==> src/rtl/branch_pred_unit_if.sv <==
// Bundle between the OTTER pipeline (IF/EX stages) and the branch prediction unit.
// Latency: not applicable (wires only).
// Backpressure: none; EX_VALID marks a live EX-stage instruction.
interface branch_pred_unit_if #(
    parameter int XLEN  = 32,
    parameter int CNT_W = 32
);
    logic [XLEN-1:0]  IF_PC;
    logic             IF_PRED_TAKEN;
    logic             EX_VALID;
    logic [31:0]      EX_IR;
    logic [XLEN-1:0]  EX_PC;
    logic             EX_PRED_TAKEN;
    logic [XLEN-1:0]  RS1;
    logic [XLEN-1:0]  RS2;
    logic [2:0]       PC_SEL;
    logic             FLUSH;
    logic             ILLEGAL_BR;
    logic [CNT_W-1:0] BR_CNT;
    logic [CNT_W-1:0] MISS_CNT;

    // Pipeline side: drives fetch PC and the EX-stage instruction.
    modport master (
        output IF_PC, EX_VALID, EX_IR, EX_PC, EX_PRED_TAKEN, RS1, RS2,
        input  IF_PRED_TAKEN, PC_SEL, FLUSH, ILLEGAL_BR, BR_CNT, MISS_CNT
    );

    // Predictor side.
    modport slave (
        input  IF_PC, EX_VALID, EX_IR, EX_PC, EX_PRED_TAKEN, RS1, RS2,
        output IF_PRED_TAKEN, PC_SEL, FLUSH, ILLEGAL_BR, BR_CNT, MISS_CNT
    );
endinterface

==> src/rtl/branch_pred_unit.sv <==
// Branch resolution (B/JAL/JALR) with 2-bit BHT prediction and mispredict recovery.
// Latency: prediction and resolution are combinational; BHT/counter updates land on the next CLK edge.
// Backpressure: none; a stalled/bubbled EX stage drops EX_VALID and nothing resolves or updates.
module branch_pred_unit #(
    parameter int XLEN      = 32,
    parameter int BHT_DEPTH = 64,
    parameter int CNT_W     = 32
) (
    input  logic              CLK,
    input  logic              RST_N,
    branch_pred_unit_if.slave bp
);
    localparam int IDX_W = $clog2(BHT_DEPTH);

    localparam logic [6:0] OP_BRANCH = 7'b1100011;
    localparam logic [6:0] OP_JAL    = 7'b1101111;
    localparam logic [6:0] OP_JALR   = 7'b1100111;

    localparam logic [2:0] SEL_SEQ     = 3'b000;
    localparam logic [2:0] SEL_JALR    = 3'b001;
    localparam logic [2:0] SEL_BRANCH  = 3'b010;
    localparam logic [2:0] SEL_JAL     = 3'b011;
    localparam logic [2:0] SEL_RECOVER = 3'b100;

    logic [1:0]       bht_q [BHT_DEPTH];
    logic [1:0]       bht_entry_d;
    logic [CNT_W-1:0] br_cnt_q, br_cnt_d;
    logic [CNT_W-1:0] miss_cnt_q, miss_cnt_d;

    logic [IDX_W-1:0] if_idx;
    logic [IDX_W-1:0] ex_idx;
    logic [6:0]       opcode;
    logic [2:0]       func3;
    logic             eq, lt, ltu;
    logic             cond_taken;
    logic             legal_f3;
    logic             br_upd;
    logic             mispred;
    logic [2:0]       pc_sel;
    logic             flush;
    logic             illegal;
    logic             unused_bits;

    assign if_idx = bp.IF_PC[IDX_W+1:2];
    assign ex_idx = bp.EX_PC[IDX_W+1:2];
    assign opcode = bp.EX_IR[6:0];
    assign func3  = bp.EX_IR[14:12];

    assign eq  = (bp.RS1 == bp.RS2);
    assign lt  = ($signed(bp.RS1) < $signed(bp.RS2));
    assign ltu = (bp.RS1 < bp.RS2);

    // PC bits outside the index and IR fields not needed for resolution.
    assign unused_bits = ^{bp.IF_PC[XLEN-1:IDX_W+2], bp.IF_PC[1:0],
                           bp.EX_PC[XLEN-1:IDX_W+2], bp.EX_PC[1:0],
                           bp.EX_IR[31:15], bp.EX_IR[11:7]};

    // Evaluate the branch condition selected by func3; 010/011 are not branches.
    always_comb begin
        cond_taken = 1'b0;
        legal_f3   = 1'b1;
        case (func3)
            3'b000:  cond_taken = eq;
            3'b001:  cond_taken = !eq;
            3'b100:  cond_taken = lt;
            3'b101:  cond_taken = !lt;
            3'b110:  cond_taken = ltu;
            3'b111:  cond_taken = !ltu;
            default: legal_f3   = 1'b0;
        endcase
    end

    // Resolve the EX instruction into a PC select, flush and update strobe.
    always_comb begin
        pc_sel  = SEL_SEQ;
        flush   = 1'b0;
        illegal = 1'b0;
        br_upd  = 1'b0;
        mispred = 1'b0;
        if (bp.EX_VALID) begin
            case (opcode)
                OP_JAL: begin
                    pc_sel = SEL_JAL;
                    flush  = 1'b1;
                end
                OP_JALR: begin
                    pc_sel = SEL_JALR;
                    flush  = 1'b1;
                end
                OP_BRANCH: begin
                    if (legal_f3) begin
                        br_upd  = 1'b1;
                        mispred = (cond_taken != bp.EX_PRED_TAKEN);
                        if (cond_taken && !bp.EX_PRED_TAKEN) begin
                            pc_sel = SEL_BRANCH;
                            flush  = 1'b1;
                        end else if (!cond_taken && bp.EX_PRED_TAKEN) begin
                            pc_sel = SEL_RECOVER;
                            flush  = 1'b1;
                        end
                    end else begin
                        illegal = 1'b1;
                    end
                end
                default: ;
            endcase
        end
    end

    // Next value of the BHT entry being trained, saturating at 00 and 11.
    always_comb begin
        bht_entry_d = bht_q[ex_idx];
        if (cond_taken) begin
            if (bht_q[ex_idx] != 2'b11) bht_entry_d = bht_q[ex_idx] + 2'b01;
        end else begin
            if (bht_q[ex_idx] != 2'b00) bht_entry_d = bht_q[ex_idx] - 2'b01;
        end
    end

    // Statistics counters hold at all-ones instead of wrapping.
    always_comb begin
        br_cnt_d   = br_cnt_q;
        miss_cnt_d = miss_cnt_q;
        if (br_upd) begin
            if (br_cnt_q != '1) br_cnt_d = br_cnt_q + CNT_W'(1);
            if (mispred && (miss_cnt_q != '1)) miss_cnt_d = miss_cnt_q + CNT_W'(1);
        end
    end

    // Train the BHT on every resolved conditional branch; reset to weakly not-taken.
    always_ff @(posedge CLK or negedge RST_N) begin
        if (!RST_N) begin
            for (int i = 0; i < BHT_DEPTH; i++) bht_q[i] <= 2'b01;
        end else if (br_upd) begin
            bht_q[ex_idx] <= bht_entry_d;
        end
    end

    // Register the performance counters.
    always_ff @(posedge CLK or negedge RST_N) begin
        if (!RST_N) begin
            br_cnt_q   <= '0;
            miss_cnt_q <= '0;
        end else begin
            br_cnt_q   <= br_cnt_d;
            miss_cnt_q <= miss_cnt_d;
        end
    end

    // IF reads the stored entry directly: a same-cycle update is seen next cycle.
    assign bp.IF_PRED_TAKEN = bht_q[if_idx][1];
    assign bp.PC_SEL        = pc_sel;
    assign bp.FLUSH         = flush;
    assign bp.ILLEGAL_BR    = illegal;
    assign bp.BR_CNT        = br_cnt_q;
    assign bp.MISS_CNT      = miss_cnt_q;
endmodule

==> src/flat_wrapper.sv <==
// flat-port wrapper written by rule: the top's interface ports become plain ports
module branch_pred_unit_flat 
#(
    parameter int XLEN      = 32,
    parameter int BHT_DEPTH = 64,
    parameter int CNT_W     = 32
)
  (CLK, RST_N, bp_IF_PC, bp_EX_VALID, bp_EX_IR, bp_EX_PC, bp_EX_PRED_TAKEN, bp_RS1, bp_RS2, bp_IF_PRED_TAKEN, bp_PC_SEL, bp_FLUSH, bp_ILLEGAL_BR, bp_BR_CNT, bp_MISS_CNT);
  branch_pred_unit_if #(.XLEN(XLEN), .CNT_W(CNT_W)) bp_i ();
  input  logic CLK;
  input  logic RST_N;
  input wire logic [$bits(bp_i.IF_PC)-1:0] bp_IF_PC;
  input wire logic [$bits(bp_i.EX_VALID)-1:0] bp_EX_VALID;
  input wire logic [$bits(bp_i.EX_IR)-1:0] bp_EX_IR;
  input wire logic [$bits(bp_i.EX_PC)-1:0] bp_EX_PC;
  input wire logic [$bits(bp_i.EX_PRED_TAKEN)-1:0] bp_EX_PRED_TAKEN;
  input wire logic [$bits(bp_i.RS1)-1:0] bp_RS1;
  input wire logic [$bits(bp_i.RS2)-1:0] bp_RS2;
  output wire logic [$bits(bp_i.IF_PRED_TAKEN)-1:0] bp_IF_PRED_TAKEN;
  output wire logic [$bits(bp_i.PC_SEL)-1:0] bp_PC_SEL;
  output wire logic [$bits(bp_i.FLUSH)-1:0] bp_FLUSH;
  output wire logic [$bits(bp_i.ILLEGAL_BR)-1:0] bp_ILLEGAL_BR;
  output wire logic [$bits(bp_i.BR_CNT)-1:0] bp_BR_CNT;
  output wire logic [$bits(bp_i.MISS_CNT)-1:0] bp_MISS_CNT;
  assign bp_i.IF_PC = bp_IF_PC;
  assign bp_i.EX_VALID = bp_EX_VALID;
  assign bp_i.EX_IR = bp_EX_IR;
  assign bp_i.EX_PC = bp_EX_PC;
  assign bp_i.EX_PRED_TAKEN = bp_EX_PRED_TAKEN;
  assign bp_i.RS1 = bp_RS1;
  assign bp_i.RS2 = bp_RS2;
  assign bp_IF_PRED_TAKEN = bp_i.IF_PRED_TAKEN;
  assign bp_PC_SEL = bp_i.PC_SEL;
  assign bp_FLUSH = bp_i.FLUSH;
  assign bp_ILLEGAL_BR = bp_i.ILLEGAL_BR;
  assign bp_BR_CNT = bp_i.BR_CNT;
  assign bp_MISS_CNT = bp_i.MISS_CNT;
  branch_pred_unit #(.XLEN(XLEN), .BHT_DEPTH(BHT_DEPTH), .CNT_W(CNT_W)) u_core (.CLK(CLK), .RST_N(RST_N), .bp(bp_i));
endmodule
==> config.mk <==
export PLATFORM = sky130hd
export DESIGN_NAME = branch_pred_unit_flat
export DESIGN_NICKNAME = d
export VERILOG_FILES = /design/src/rtl/branch_pred_unit_if.sv /design/src/rtl/branch_pred_unit.sv /design/src/flat_wrapper.sv
export SDC_FILE = /design/constraint.sdc
export NUM_CORES = 1
export LEC_CHECK = 0
export CAP_MARGIN = 10
export CORE_ASPECT_RATIO = 1.4
export CORE_MARGIN = 2
export CORE_UTILIZATION = 55
export CTS_CLUSTER_DIAMETER = 150
export DETAILED_ROUTE_END_ITERATION = 16
export HOLD_SLACK_MARGIN = 0.12
export PLACE_DENSITY = 0.83
export SLEW_MARGIN = 20
export SYNTH_ARGS = -nofsm -noshare
export SYNTH_HDL_FRONTEND = slang
export SYNTH_SLANG_ARGS = --single-unit
==> constraint.sdc <==
create_clock -name CLK -period 15.7 [get_ports CLK]
set_clock_uncertainty 0.05 [all_clocks]
set_input_delay 4.71 -clock CLK [delete_from_list [all_inputs] [get_ports CLK]]
set_output_delay 4.71 -clock CLK [all_outputs]
set_load 0.005 [all_outputs]
==> out/summary.log <==
INFO  worst_hold_path timing.hold.worst.start=u_core.bp.BR_CNT[30]
INFO  synth          synth_largest_type_area_fraction=30.6%
INFO  die            die-width=121um
INFO  synth          async_reset_ff_share=100%
INFO  cts            root_buffer=sky130_fd_sc_hd__clkbuf_16
INFO  synth          synth.lib_cells_used.distinct=62
INFO  setup_path     path_delay_family=simple AND/OR/NAND/NOR gates
INFO  die            die-area=20200um2
INFO  route          first_iter_violations=718
INFO  final_layout   diodes=0
INFO  sta            min_period=13170ps
INFO  die            i_o_pins=234
INFO  die            initial_utilization=56.3%
INFO  route          viasPerCell=5.95
INFO  final_layout   syn_to_final_growth=21.5%
INFO  power          leakage=5.37nW
INFO  sta            setup_total_negative_slack=0ps
INFO  route          first_pass_iters=5
INFO  setup_path     worstSetupPathType=in -> out
INFO  cts            insertion_delay=440ps
INFO  power          cellPowerDensity=80.7nW/um2
INFO  synth          netlist_area=10500um2
INFO  synth          synth_top_cell_by_area=sky130_fd_sc_hd__dfrtp_1
INFO  cts            cts_setup_buffers=0
INFO  cts            cts_made_buffers=17
INFO  power          pwr_total=1.03mW
INFO  synth          synth-main-ff-cell=sky130_fd_sc_hd__dfrtp_1
INFO  final_layout   layout.nets=1419
INFO  route          route.final.wire_length=27700um
INFO  sta            setup_viol_count_final=0
INFO  sta            final.period_utilization=83.9%
INFO  setup_path     worstSetupStartpoint=bp_RS2[27]
INFO  flow_run       maxCapViolations=0
INFO  synth          synth_most_common_cell=sky130_fd_sc_hd__nor2_1
INFO  route          antenna_violating_nets_post_route=0
INFO  place          dp.final_hpwl=19500um
INFO  final_layout   post_route_cells_drive_above_1_share=12.7%
INFO  setup_path     cp_cell_sequence=clkdlybuf4s50_1 -> inv_1 -> ha_1 -> nand4_1 -> or4_1 -> nor3_1 -> xnor2_1 -> o31ai_1 -> or3b_2 -> ha_1 -> nand2b_1 -> nand2b_1 -> clkdlybuf4s50_1
INFO  grt            overflow_left_after_global_routing=0
INFO  synth          synth_top_cells_by_count=sky130_fd_sc_hd__nor2_1, sky130_fd_sc_hd__a21oi_1, sky130_fd_sc_hd__dfrtp_1
INFO  setup_path     worst_reg2reg_path_startpoint=u_core.bht_q[101]
INFO  power          vdd_drop_max=0.0693mV
INFO  setup_path     critical_path_endpoint_category=output pin
INFO  die            design.core.area=18600um2
INFO  sta            transition_time_at_the_pin_with_the_least_slew_margin=1070ps
INFO  cts            cts_tree=yes
INFO  place          place.port_buffers=159
INFO  cts            cts.hold.buffers_added=0
INFO  synth          ys_seq_area_share=46.6%
INFO  grt            track_usage=28.5%
INFO  route          drt_drc_violations_left=0
INFO  grt            initial_antenna_violation_count=0
INFO  setup_path     critPathArrivalTime=8410ps
INFO  die            chipHeight=167um
INFO  sta            rsz0062_at_grt=no
INFO  synth          ys.warnings.count=0
INFO  synth          synth.ff_latch_count=192
INFO  setup_path     startpoint_class=input port
INFO  synth          synth.top_cells.by_area=sky130_fd_sc_hd__dfrtp_1, sky130_fd_sc_hd__dfstp_2, sky130_fd_sc_hd__nor2_1, sky130_fd_sc_hd__a21oi_1, sky130_fd_sc_hd__mux4_2
INFO  sta            final-max-slew-violation-count=0
INFO  grt            largest_net_degree_at_the_start_of_global_routing=121
INFO  grt            grt_pass1_wl=45300um
INFO  setup_path     timing.critical_path.fanout_max=4
INFO  setup_path     worst-endpoint-required=10940ps
INFO  synth          synthesis.nets=1274
INFO  setup_path     crit_path_top_delay_cell=sky130_fd_sc_hd__or3b_2
INFO  grt            vias_in_the_first_global_route=8839
INFO  synth          post_synth_inst_count=1074
INFO  place          finalWeightedCongestion=0.901
INFO  route          dr_total_vias=8787
INFO  sta            timing_hold_violations_final=0
INFO  setup_path     path_buf_inv=3
INFO  route          routed_wire_length_per_instance=18.7um
INFO  sta            timing.slew.headroom=28.9%
INFO  cts            cts.clk_slew.worst_paths=80ps
INFO  cts            clock_tree.htree_level_count=4
INFO  die            std_cell_rows=59
INFO  sta            max_freq=0.0760GHz
INFO  worst_hold_path worstHoldPathType=reg -> reg
INFO  synth          synthesis.area_per_instance=9.76um2
INFO  cts            cts_num_sinks=192
INFO  setup_path     slowest_delay=610ps
INFO  synth          edff_count_synth=0
INFO  cts            post_cts.resized_instances=0
INFO  status         status=completed
INFO  cts            clock_path_buffers=2
==> logic make-up after synthesis <==
group | count (synthesis) | synth area share [%]
multiplexers | 51 | 8.43
XOR/XNOR | 63 | 5.27
adder cells (fa/ha/maj) | 36 | 4.30
AND/OR/NAND/NOR | 422 | 18.6
AO/OA/AOI/OAI | 223 | 12.9
buffers and inverters | 87 | 3.95
flip-flops | 192 | 46.6
==> final cells by class <==
class | count | area (um2)
clock buffer | 18 | 429
sequential | 192 | 4880
multi-input combinational | 795 | 5180
clock inverter | 14 | 124
timing repair buffer | 165 | 1630
inverter | 48 | 180
tap | 244 | 305
fill | 1422 | 5870
==> layer usage <==
| metal | GRT usage (%) | vias up | routed length, um |
|---|---|---|---|
| li1 | - | 4096 | - |
| met1 | 36.5 | 4200 | 11000 |
| met2 | 45.7 | 395 | 13300 |
| met3 | 6.95 | 96 | 2230 |
| met4 | 12.7 | 0 | 1120 |
| met5 | 0 | - | 0 |
==> worst paths after layout <==
kind / cells past startpoint / slack (ps) / to
worst max register to register: 9 / 12280 / u_core.bht_q[106]
worst min register to register: 1 / 440 / u_core.bp.BR_CNT[30]
max in group asynchronous: 2 / 9720 / u_core.bht_q[101]
worst max-delay path: 13 / 2530 / bp_FLUSH
worst min-delay path: 1 / 440 / u_core.bp.BR_CNT[30]
min in group asynchronous: 1 / 4320 / u_core.bht_q[37]
==> per-stage QoR <==
stage                     std cells  hold WS (ps)  setup WS [ps]  area (um2)  util [%]
final                          1476           445           2530       12700      68.4
after global routing           1476           462           2320       12700      68.4
after CTS                      1476           445           2510       12700      68.4
after detailed placement       1444           434           2530       12200      65.5
after global placement         1444           427           2540       12200      65.5
after floorplan                1074           427           3710       10500         -
==> power by group <==
part | switching [mW] | leakage, nW | total (mW) | internal, mW
sequential | 0.00179 | 2.44 | 0.499 | 0.497
clock | 0.207 | 0.268 | 0.416 | 0.209
combinational | 0.0684 | 2.66 | 0.112 | 0.0436
total | 0.277 | 5.37 | 1.03 | 0.750
==> registers in the layout (all words and copies together) (netlist names) <==
register	count
u_core.bp.MISS_CNT	32
u_core.bp.BR_CNT	32
u_core.bht_q	128
==> layout by cell type (no fill, tap or decap), types with 15 or more instances in the layout <==
cell type	netlist	routed
sky130_fd_sc_hd__nor2_1	211	211
sky130_fd_sc_hd__clkdlybuf4s50_1	0	155
sky130_fd_sc_hd__a21oi_1	143	143
sky130_fd_sc_hd__dfrtp_1	128	128
sky130_fd_sc_hd__nand2_1	64	64
sky130_fd_sc_hd__dfstp_2	64	64
sky130_fd_sc_hd__xnor2_1	51	51
sky130_fd_sc_hd__inv_1	47	47
sky130_fd_sc_hd__ha_1	36	36
sky130_fd_sc_hd__nand3_1	31	31
sky130_fd_sc_hd__nand4_1	28	28
sky130_fd_sc_hd__mux4_2	28	28
sky130_fd_sc_hd__and3_1	18	18
sky130_fd_sc_hd__mux2_2	17	17
sky130_fd_sc_hd__clkbuf_16	0	17
sky130_fd_sc_hd__a221oi_1	16	16
sky130_fd_sc_hd__nor2b_1	15	15
No activity file was read; power rests on OpenSTA's default activity.
